==> config.mk <==
export PLATFORM = sky130hd
export DESIGN_NAME = snake_step_ctrl_flat
export DESIGN_NICKNAME = d
export VERILOG_FILES = /design/src/rtl/snake_step_ctrl_if.sv /design/src/rtl/snake_step_ctrl.sv /design/src/flat_wrapper.sv
export SDC_FILE = /design/constraint.sdc
export NUM_CORES = 1
export LEC_CHECK = 0
export ABC_CLOCK_PERIOD_IN_PS = 5330
export CORE_ASPECT_RATIO = 1.4
export CORE_UTILIZATION = 50
export DETAILED_ROUTE_END_ITERATION = 16
export GPL_TIMING_DRIVEN = 0
export HOLD_SLACK_MARGIN = 0.1
export PLACE_DENSITY_LB_ADDON = 0.12
export SLEW_MARGIN = 0
export SYNTH_ARGS = -nofsm -noshare
export SYNTH_HDL_FRONTEND = slang
export SYNTH_SLANG_ARGS = --single-unit
==> constraint.sdc <==
create_clock -name frame_clk -period 5.33 [get_ports frame_clk]
set_input_delay 0.7995 -clock frame_clk [delete_from_list [all_inputs] [get_ports frame_clk]]
set_output_delay 0.7995 -clock frame_clk [all_outputs]
set_load 0.02 [all_outputs]
==> src/rtl/snake_step_ctrl_if.sv <==
// Signal bundle between the snake movement sequencer and the head-position datapath.
// step is a one-cycle strobe that qualifies x_motion/y_motion (both zero otherwise); there is no back-pressure.
interface snake_step_ctrl_if;
    logic [15:0] keycode;
    logic [9:0]  head_x;
    logic [9:0]  head_y;
    logic        step;
    logic [1:0]  dir;
    logic [9:0]  x_motion;
    logic [9:0]  y_motion;
    logic [1:0]  state;
    logic        game_over;
    logic        restart;

    modport master (
        input  keycode, head_x, head_y,
        output step, dir, x_motion, y_motion, state, game_over, restart
    );

    modport slave (
        output keycode, head_x, head_y,
        input  step, dir, x_motion, y_motion, state, game_over, restart
    );
endinterface

==> src/rtl/snake_step_ctrl.sv <==
// Snake movement sequencer: key press detection, reversal-filtered turn queue,
// frame-based step scheduling with wall collision, and IDLE/RUN/PAUSE/OVER game state.
module snake_step_ctrl #(
    parameter int STEP_FRAMES = 4,
    parameter int STEP_PX     = 1,
    parameter int HEAD_SIZE   = 12,
    parameter int X_MAX       = 639,
    parameter int Y_MAX       = 479
) (
    input  logic              frame_clk,
    input  logic              Reset,
    snake_step_ctrl_if.master bus
);
    localparam int              CNT_W    = (STEP_FRAMES > 1) ? $clog2(STEP_FRAMES) : 1;
    localparam logic [CNT_W-1:0] CNT_LAST = CNT_W'(STEP_FRAMES - 1);
    localparam logic [10:0]     MARGIN   = 11'(HEAD_SIZE + STEP_PX);
    localparam logic [10:0]     X_LIM    = 11'(X_MAX);
    localparam logic [10:0]     Y_LIM    = 11'(Y_MAX);
    localparam logic [9:0]      PX_POS   = 10'(STEP_PX);
    localparam logic [9:0]      PX_NEG   = 10'(-STEP_PX);

    localparam logic [7:0] KEY_UP    = 8'h52;
    localparam logic [7:0] KEY_DOWN  = 8'h51;
    localparam logic [7:0] KEY_LEFT  = 8'h50;
    localparam logic [7:0] KEY_RIGHT = 8'h4F;
    localparam logic [7:0] KEY_SPACE = 8'h2C;

    localparam logic [1:0] DIR_UP    = 2'd0;
    localparam logic [1:0] DIR_DOWN  = 2'd1;
    localparam logic [1:0] DIR_LEFT  = 2'd2;
    localparam logic [1:0] DIR_RIGHT = 2'd3;

    typedef enum logic [1:0] {
        ST_IDLE  = 2'd0,
        ST_RUN   = 2'd1,
        ST_PAUSE = 2'd2,
        ST_OVER  = 2'd3
    } state_e;

    function automatic logic is_arrow(input logic [7:0] code);
        is_arrow = (code == KEY_UP) || (code == KEY_DOWN) ||
                   (code == KEY_LEFT) || (code == KEY_RIGHT);
    endfunction

    function automatic logic [1:0] key_dir(input logic [7:0] code);
        case (code)
            KEY_UP:   key_dir = DIR_UP;
            KEY_DOWN: key_dir = DIR_DOWN;
            KEY_LEFT: key_dir = DIR_LEFT;
            default:  key_dir = DIR_RIGHT;
        endcase
    endfunction

    // Extended to 11 bits so the down/right sums cannot wrap past 1023.
    function automatic logic hits_wall(input logic [1:0] d, input logic [9:0] hx, input logic [9:0] hy);
        logic [10:0] x11;
        logic [10:0] y11;
        x11 = {1'b0, hx};
        y11 = {1'b0, hy};
        case (d)
            DIR_UP:   hits_wall = y11 < MARGIN;
            DIR_DOWN: hits_wall = (y11 + MARGIN) > Y_LIM;
            DIR_LEFT: hits_wall = x11 < MARGIN;
            default:  hits_wall = (x11 + MARGIN) > X_LIM;
        endcase
    endfunction

    state_e           state_q, state_d;
    logic [1:0]       dir_q, dir_d;
    logic [CNT_W-1:0] cnt_q, cnt_d;
    logic [1:0][1:0]  fifo_q, fifo_d;
    logic [1:0]       fcnt_q, fcnt_d;
    logic [15:0]      key_prev_q, key_prev_d;
    logic             step_q, step_d;
    logic [9:0]       xm_q, xm_d;
    logic [9:0]       ym_q, ym_d;
    logic             game_over_q, game_over_d;
    logic             restart_q, restart_d;

    logic [1:0][7:0]  slot;
    logic [1:0]       fresh;
    logic [1:0]       arrow_new;
    logic             space_new;
    logic             take_arrows;
    logic [1:0]       ref_dir;
    logic [1:0]       req_dir;

    always_comb begin
        state_d     = state_q;
        dir_d       = dir_q;
        cnt_d       = cnt_q;
        fifo_d      = fifo_q;
        fcnt_d      = fcnt_q;
        key_prev_d  = bus.keycode;
        step_d      = 1'b0;
        xm_d        = '0;
        ym_d        = '0;
        restart_d   = 1'b0;
        take_arrows = 1'b0;
        space_new   = 1'b0;
        req_dir     = '0;

        slot[0] = bus.keycode[7:0];
        slot[1] = bus.keycode[15:8];
        for (int s = 0; s < 2; s++) begin
            fresh[s]     = (slot[s] != key_prev_q[7:0]) && (slot[s] != key_prev_q[15:8]);
            arrow_new[s] = fresh[s] && is_arrow(slot[s]);
            if (fresh[s] && (slot[s] == KEY_SPACE)) begin
                space_new = 1'b1;
            end
        end

        case (state_q)
            ST_IDLE: begin
                cnt_d = '0;
                if (space_new) begin
                    state_d = ST_RUN;
                end else if (|arrow_new) begin
                    state_d     = ST_RUN;
                    take_arrows = 1'b1;
                end
            end
            ST_RUN: begin
                if (space_new) begin
                    state_d = ST_PAUSE;
                end else begin
                    take_arrows = 1'b1;
                    if (cnt_q == CNT_LAST) begin
                        cnt_d = '0;
                        if (fcnt_q != 2'd0) begin
                            dir_d     = fifo_q[0];
                            fifo_d[0] = fifo_q[1];
                            fcnt_d    = fcnt_q - 2'd1;
                        end
                        if (hits_wall(dir_d, bus.head_x, bus.head_y)) begin
                            state_d = ST_OVER;
                        end else begin
                            step_d = 1'b1;
                            case (dir_d)
                                DIR_UP:   ym_d = PX_NEG;
                                DIR_DOWN: ym_d = PX_POS;
                                DIR_LEFT: xm_d = PX_NEG;
                                default:  xm_d = PX_POS;
                            endcase
                        end
                    end else begin
                        cnt_d = cnt_q + CNT_W'(1);
                    end
                end
            end
            ST_PAUSE: begin
                if (space_new) begin
                    state_d = ST_RUN;
                end
            end
            default: begin
                if (space_new) begin
                    restart_d = 1'b1;
                    fcnt_d    = '0;
                    dir_d     = DIR_RIGHT;
                    cnt_d     = '0;
                    state_d   = ST_IDLE;
                end
            end
        endcase

        // Pushes see the post-pop queue; an accepted slot0 turn becomes slot1's reference.
        ref_dir = (fcnt_d == 2'd0) ? dir_d : ((fcnt_d == 2'd1) ? fifo_d[0] : fifo_d[1]);
        if (take_arrows) begin
            for (int s = 0; s < 2; s++) begin
                if (arrow_new[s]) begin
                    req_dir = key_dir(slot[s]);
                    if ((req_dir != ref_dir) && (req_dir != (ref_dir ^ 2'b01)) && (fcnt_d != 2'd2)) begin
                        if (fcnt_d == 2'd0) begin
                            fifo_d[0] = req_dir;
                        end else begin
                            fifo_d[1] = req_dir;
                        end
                        fcnt_d  = fcnt_d + 2'd1;
                        ref_dir = req_dir;
                    end
                end
            end
        end

        game_over_d = (state_d == ST_OVER);
    end

    always_ff @(posedge frame_clk or posedge Reset) begin
        if (Reset) begin
            state_q     <= ST_IDLE;
            dir_q       <= DIR_RIGHT;
            cnt_q       <= '0;
            fifo_q      <= '0;
            fcnt_q      <= '0;
            key_prev_q  <= '0;
            step_q      <= 1'b0;
            xm_q        <= '0;
            ym_q        <= '0;
            game_over_q <= 1'b0;
            restart_q   <= 1'b0;
        end else begin
            state_q     <= state_d;
            dir_q       <= dir_d;
            cnt_q       <= cnt_d;
            fifo_q      <= fifo_d;
            fcnt_q      <= fcnt_d;
            key_prev_q  <= key_prev_d;
            step_q      <= step_d;
            xm_q        <= xm_d;
            ym_q        <= ym_d;
            game_over_q <= game_over_d;
            restart_q   <= restart_d;
        end
    end

    assign bus.step      = step_q;
    assign bus.dir       = dir_q;
    assign bus.x_motion  = xm_q;
    assign bus.y_motion  = ym_q;
    assign bus.state     = state_q;
    assign bus.game_over = game_over_q;
    assign bus.restart   = restart_q;
endmodule
==> src/flat_wrapper.sv <==
// flat-port wrapper written by rule: the top's interface ports become plain ports
module snake_step_ctrl_flat 
#(
    parameter int STEP_FRAMES = 4,
    parameter int STEP_PX     = 1,
    parameter int HEAD_SIZE   = 12,
    parameter int X_MAX       = 639,
    parameter int Y_MAX       = 479
)
  (frame_clk, Reset, bus_keycode, bus_head_x, bus_head_y, bus_step, bus_dir, bus_x_motion, bus_y_motion, bus_state, bus_game_over, bus_restart);
  snake_step_ctrl_if bus_i ();
  input  logic frame_clk;
  input  logic Reset;
  input wire logic [$bits(bus_i.keycode)-1:0] bus_keycode;
  input wire logic [$bits(bus_i.head_x)-1:0] bus_head_x;
  input wire logic [$bits(bus_i.head_y)-1:0] bus_head_y;
  output wire logic [$bits(bus_i.step)-1:0] bus_step;
  output wire logic [$bits(bus_i.dir)-1:0] bus_dir;
  output wire logic [$bits(bus_i.x_motion)-1:0] bus_x_motion;
  output wire logic [$bits(bus_i.y_motion)-1:0] bus_y_motion;
  output wire logic [$bits(bus_i.state)-1:0] bus_state;
  output wire logic [$bits(bus_i.game_over)-1:0] bus_game_over;
  output wire logic [$bits(bus_i.restart)-1:0] bus_restart;
  assign bus_i.keycode = bus_keycode;
  assign bus_i.head_x = bus_head_x;
  assign bus_i.head_y = bus_head_y;
  assign bus_step = bus_i.step;
  assign bus_dir = bus_i.dir;
  assign bus_x_motion = bus_i.x_motion;
  assign bus_y_motion = bus_i.y_motion;
  assign bus_state = bus_i.state;
  assign bus_game_over = bus_i.game_over;
  assign bus_restart = bus_i.restart;
  snake_step_ctrl #(.STEP_FRAMES(STEP_FRAMES), .STEP_PX(STEP_PX), .HEAD_SIZE(HEAD_SIZE), .X_MAX(X_MAX), .Y_MAX(Y_MAX)) u_core (.frame_clk(frame_clk), .Reset(Reset), .bus(bus_i));
endmodule
==> reports/results.txt <==
Pre-Repair DR Iteration Count - 4
Fmax - 195 MHz
Diode count - 0
Final ANT Viol Nets - 0
Initial Util - 51.6%
Most common cell after layout, fill and taps aside - clkdlybuf4s50_1
Gate Count Post-Synth - 318
Layout cells sized above 1 - 18.5%
CP arrival - 5300 ps
Layout Skew - 7.57 ps
Critical path class - primary input to flip-flop
Post-synthesis async set-or-reset flop share - 100%
First-pass GRT wire length - 11,200 um
Setup TNS - 0 ps
Net switching fraction of the power - 38.4%
Die width - 65.6 um
Layout Nets - 444
Pwr per Cell Area - 343 nW/um^2
Count of standard-cell rows - 32
Detailed-route wire length - 6970 um
Fin crit period - 5120 ps
Ys flop type - dfrtp_1
Worst setup EP type - flip-flop
Crit-path max FO - 8
Commonest non-fill, non-tap cells in the layout - clkdlybuf4s50_1, dfrtp_1, nor2_1
Grt total ovfl - 0
Die H - 91 um
Clock Sinks - 35
CTS tree - built
Wire length per cell - 15.0 um
WHS - 523 ps
Via count - 2,596
Final hold violations - 0
Initial DRC Count - 128
Psw - 0.502 mW
Final setup vio count - 0
CTS Buf Count - 5
Later-pin clock latency in the skew report - 290 ps
Max-slew violation count - 0
Leak Pwr - 1.58 nW
Worst min path class - flip-flop to flip-flop
Layout area overhead - 34.5%
Full die area - 5970 sq um
Sequential share of the synthesized area - 31.0%
I/O pin count - 65
Req. time, crit path - 5510 ps
Peak supply drop - 0.196 mV
Worst-Margin Slew - 733 ps
Number of global-route vias before repair - 2,510
Clock root cell - clkbuf_8
Max-cap violation count - 0
Syn nets - 368
Final worst path period share - 96.1%
Int Pwr - 0.805 mW
Seq pwr share - 27.8%
Tot GR Track Use - 24.2%
Pin count of the biggest net entering global routing - 36
Warnings from Yosys - 0
Clk pwr share - 18.9%
Post-Synthesis Cell Area - 2830 sq um
Global routing usage on met3 - 2.76%
Initial antenna violation count - 0
Layer with the highest usage - met2
Logic pwr share - 53.3%
Clock transition at the registers of the reported paths - 70 ps
Max H-tree Level - 2
CTS max path bufs - 2
Post-synth cell types - 64
Core area - 5490 sq um
Critical Path Source Type - primary input
Number of I/O port buffers - 64
Status - finished, final reports clean
Slew HR - 51.1%
FF+latch count, synth - 35
HPWL after DPL - 5250 um
Vias/cell - 5.61
Syn Area/Cell - 8.90 sq um
EDFF count, synth - 0
DRC - 0
Final-layout fill cell count - 478
Met1 Use GR - 25.3%
Gpl congestion - 0.836
Grt met2 use - 47.4%
==> metrics by stage <==
stage	instance area (sq um)	setup WS, ps	std cells	total power, mW	utilization (%)
after floorplan	2830	276	318	0.809	-
after CTS	3740	9.25	460	1.28	68.2
final	3800	207	463	1.31	69.4
after global routing	3800	-6.57	463	1.39	69.4
after detailed placement	3550	-1120	450	1.02	64.8
after global placement	3550	-1050	450	1.01	64.8
==> repair_timing <==
action	CTS	global route
setup buffers	2	3
hold buffers	0	0
gates resized for setup	10	11
endpoints found under the setup margin	6	6
pin swaps	2	5
==> final timing paths <==
| check | startpoint | endpoint | slack, ps | cells past startpoint |
|---|---|---|---|---|
| worst min-delay path | u_core.fifo_q[2]$_DFFE_PP0P_ | u_core.fifo_q[2]$_DFFE_PP0P_ | 520 | 1 |
| min in group asynchronous | Reset | u_core.key_prev_q[2]$_DFF_PP0_ | 970 | 2 |
| worst max-delay path | bus_keycode[0] | u_core.fcnt_q[0]$_DFF_PP0_ | 210 | 23 |
| max in group asynchronous | Reset | u_core.key_prev_q[14]$_DFF_PP0_ | 3890 | 2 |
| worst min register to register | u_core.fifo_q[2]$_DFFE_PP0P_ | u_core.fifo_q[2]$_DFFE_PP0P_ | 520 | 1 |
| worst max register to register | u_core.key_prev_q[15]$_DFF_PP0_ | u_core.fcnt_q[0]$_DFF_PP0_ | 910 | 21 |
==> metal layers <==
metal,share of wire (%),vias up
li1,-,1277
met1,38,1243
met2,57,64
met3,2.9,12
met4,2.4,0
met5,0,-
==> worst max-delay path, stage by stage <==
cell             delay (ps)
clkdlybuf4s50_1         430
clkbuf_8                170
xor2_1                  180
nor4_2                  380
a22oi_2                 100
and4_4                  220
nor2_4                  160
nand2_2                 110
o221a_2                 310
inv_1                    90
ha_1                    170
nand2_1                  60
a31o_2                  230
o211a_4                 160
or3_4                   390
nand3_4                 120
xor2_1                  230
ha_2                    260
nor3_4                   70
buf_4                   160
and3_2                  190
o21a_1                  190
xnor2_1                 120
==> sequential cells by signal, indices dropped and copies added (netlist names) <==
register,count
u_core.bus.step,1
u_core.fcnt_q,2
u_core.fifo_q,4
u_core.bus.game_over,1
u_core.bus.dir,2
u_core.key_prev_q,16
u_core.bus.state,2
u_core.cnt_q,2
u_core.bus.y_motion,2
u_core.bus.x_motion,2
u_core.bus.restart,1
==> synth_stat cells (all sizes together), types with 2 or more instances <==
cell type   n  area [sq um]
nand3       8          40.0
o211a       2          20.0
inv        16          60.1
buf        21           164
a21oi      13          65.1
nand4b      2          17.5
ha         12           150
or3         4          32.5
dfrtp      33           826
and4        2          20.0
o2111ai     2          17.5
o21a        5          37.5
o31a        2          17.5
a32o        2          20.0
o31ai       3          36.3
and3        5          40.0
a211o       2          18.8
nor2b       4          25.0
xor2       18           158
nor2       30           113
mux2i       7          70.1
a31oi       3          33.8
nor3b       6          45.0
nand2      21          78.8
nor3       10          50.1
nand4      10          62.6
a22oi       2          15.0
o22a        2          17.5
and2        4          26.3
xnor2      22           200
o21ai      15          75.1
nand3b      3          22.5
or4         3          26.3
nor4        6          37.5
clkbuf      3          22.5
dfstp       2          52.6
==> area by class of cell <==
cell class,count,area (sq um),area share (%)
inverters,16,60.1,1.58
clock buffers,6,82.6,2.17
multi-input cells,243,1800,47.3
repair buffers,69,678,17.8
clock inverters,2,35.0,0.921
well taps,68,85.1,2.24
flip-flops and latches,35,878,23.1
plain buffers,24,186,4.90
==> cell families (layout without fill, tap and decap cells) <==
| group | count (synthesis) | in the layout | share of synthesized area, % |
|---|---|---|---|
| flops | 35 | 35 | 31.0 |
| simple gates | 121 | 121 | 23.4 |
| xor+xnor | 40 | 40 | 12.6 |
| buf+inv | 40 | 117 | 8.71 |
| mux | 8 | 8 | 2.87 |
| fa+ha+maj | 12 | 12 | 5.31 |
| compound gates | 62 | 62 | 16.1 |
==> power by group through the flow <==
| stage | combinational (mW) | sequential (mW) | clock (mW) |
|---|---|---|---|
| final | 0.696 | 0.364 | 0.247 |
| after global routing | 0.757 | 0.371 | 0.262 |
| after detailed placement | 0.655 | 0.366 | 0 |
| after floorplan | 0.429 | 0.380 | 0 |
| after global placement | 0.642 | 0.364 | 0 |
| after CTS | 0.670 | 0.363 | 0.252 |
Power figures use the tool's default switching activity.
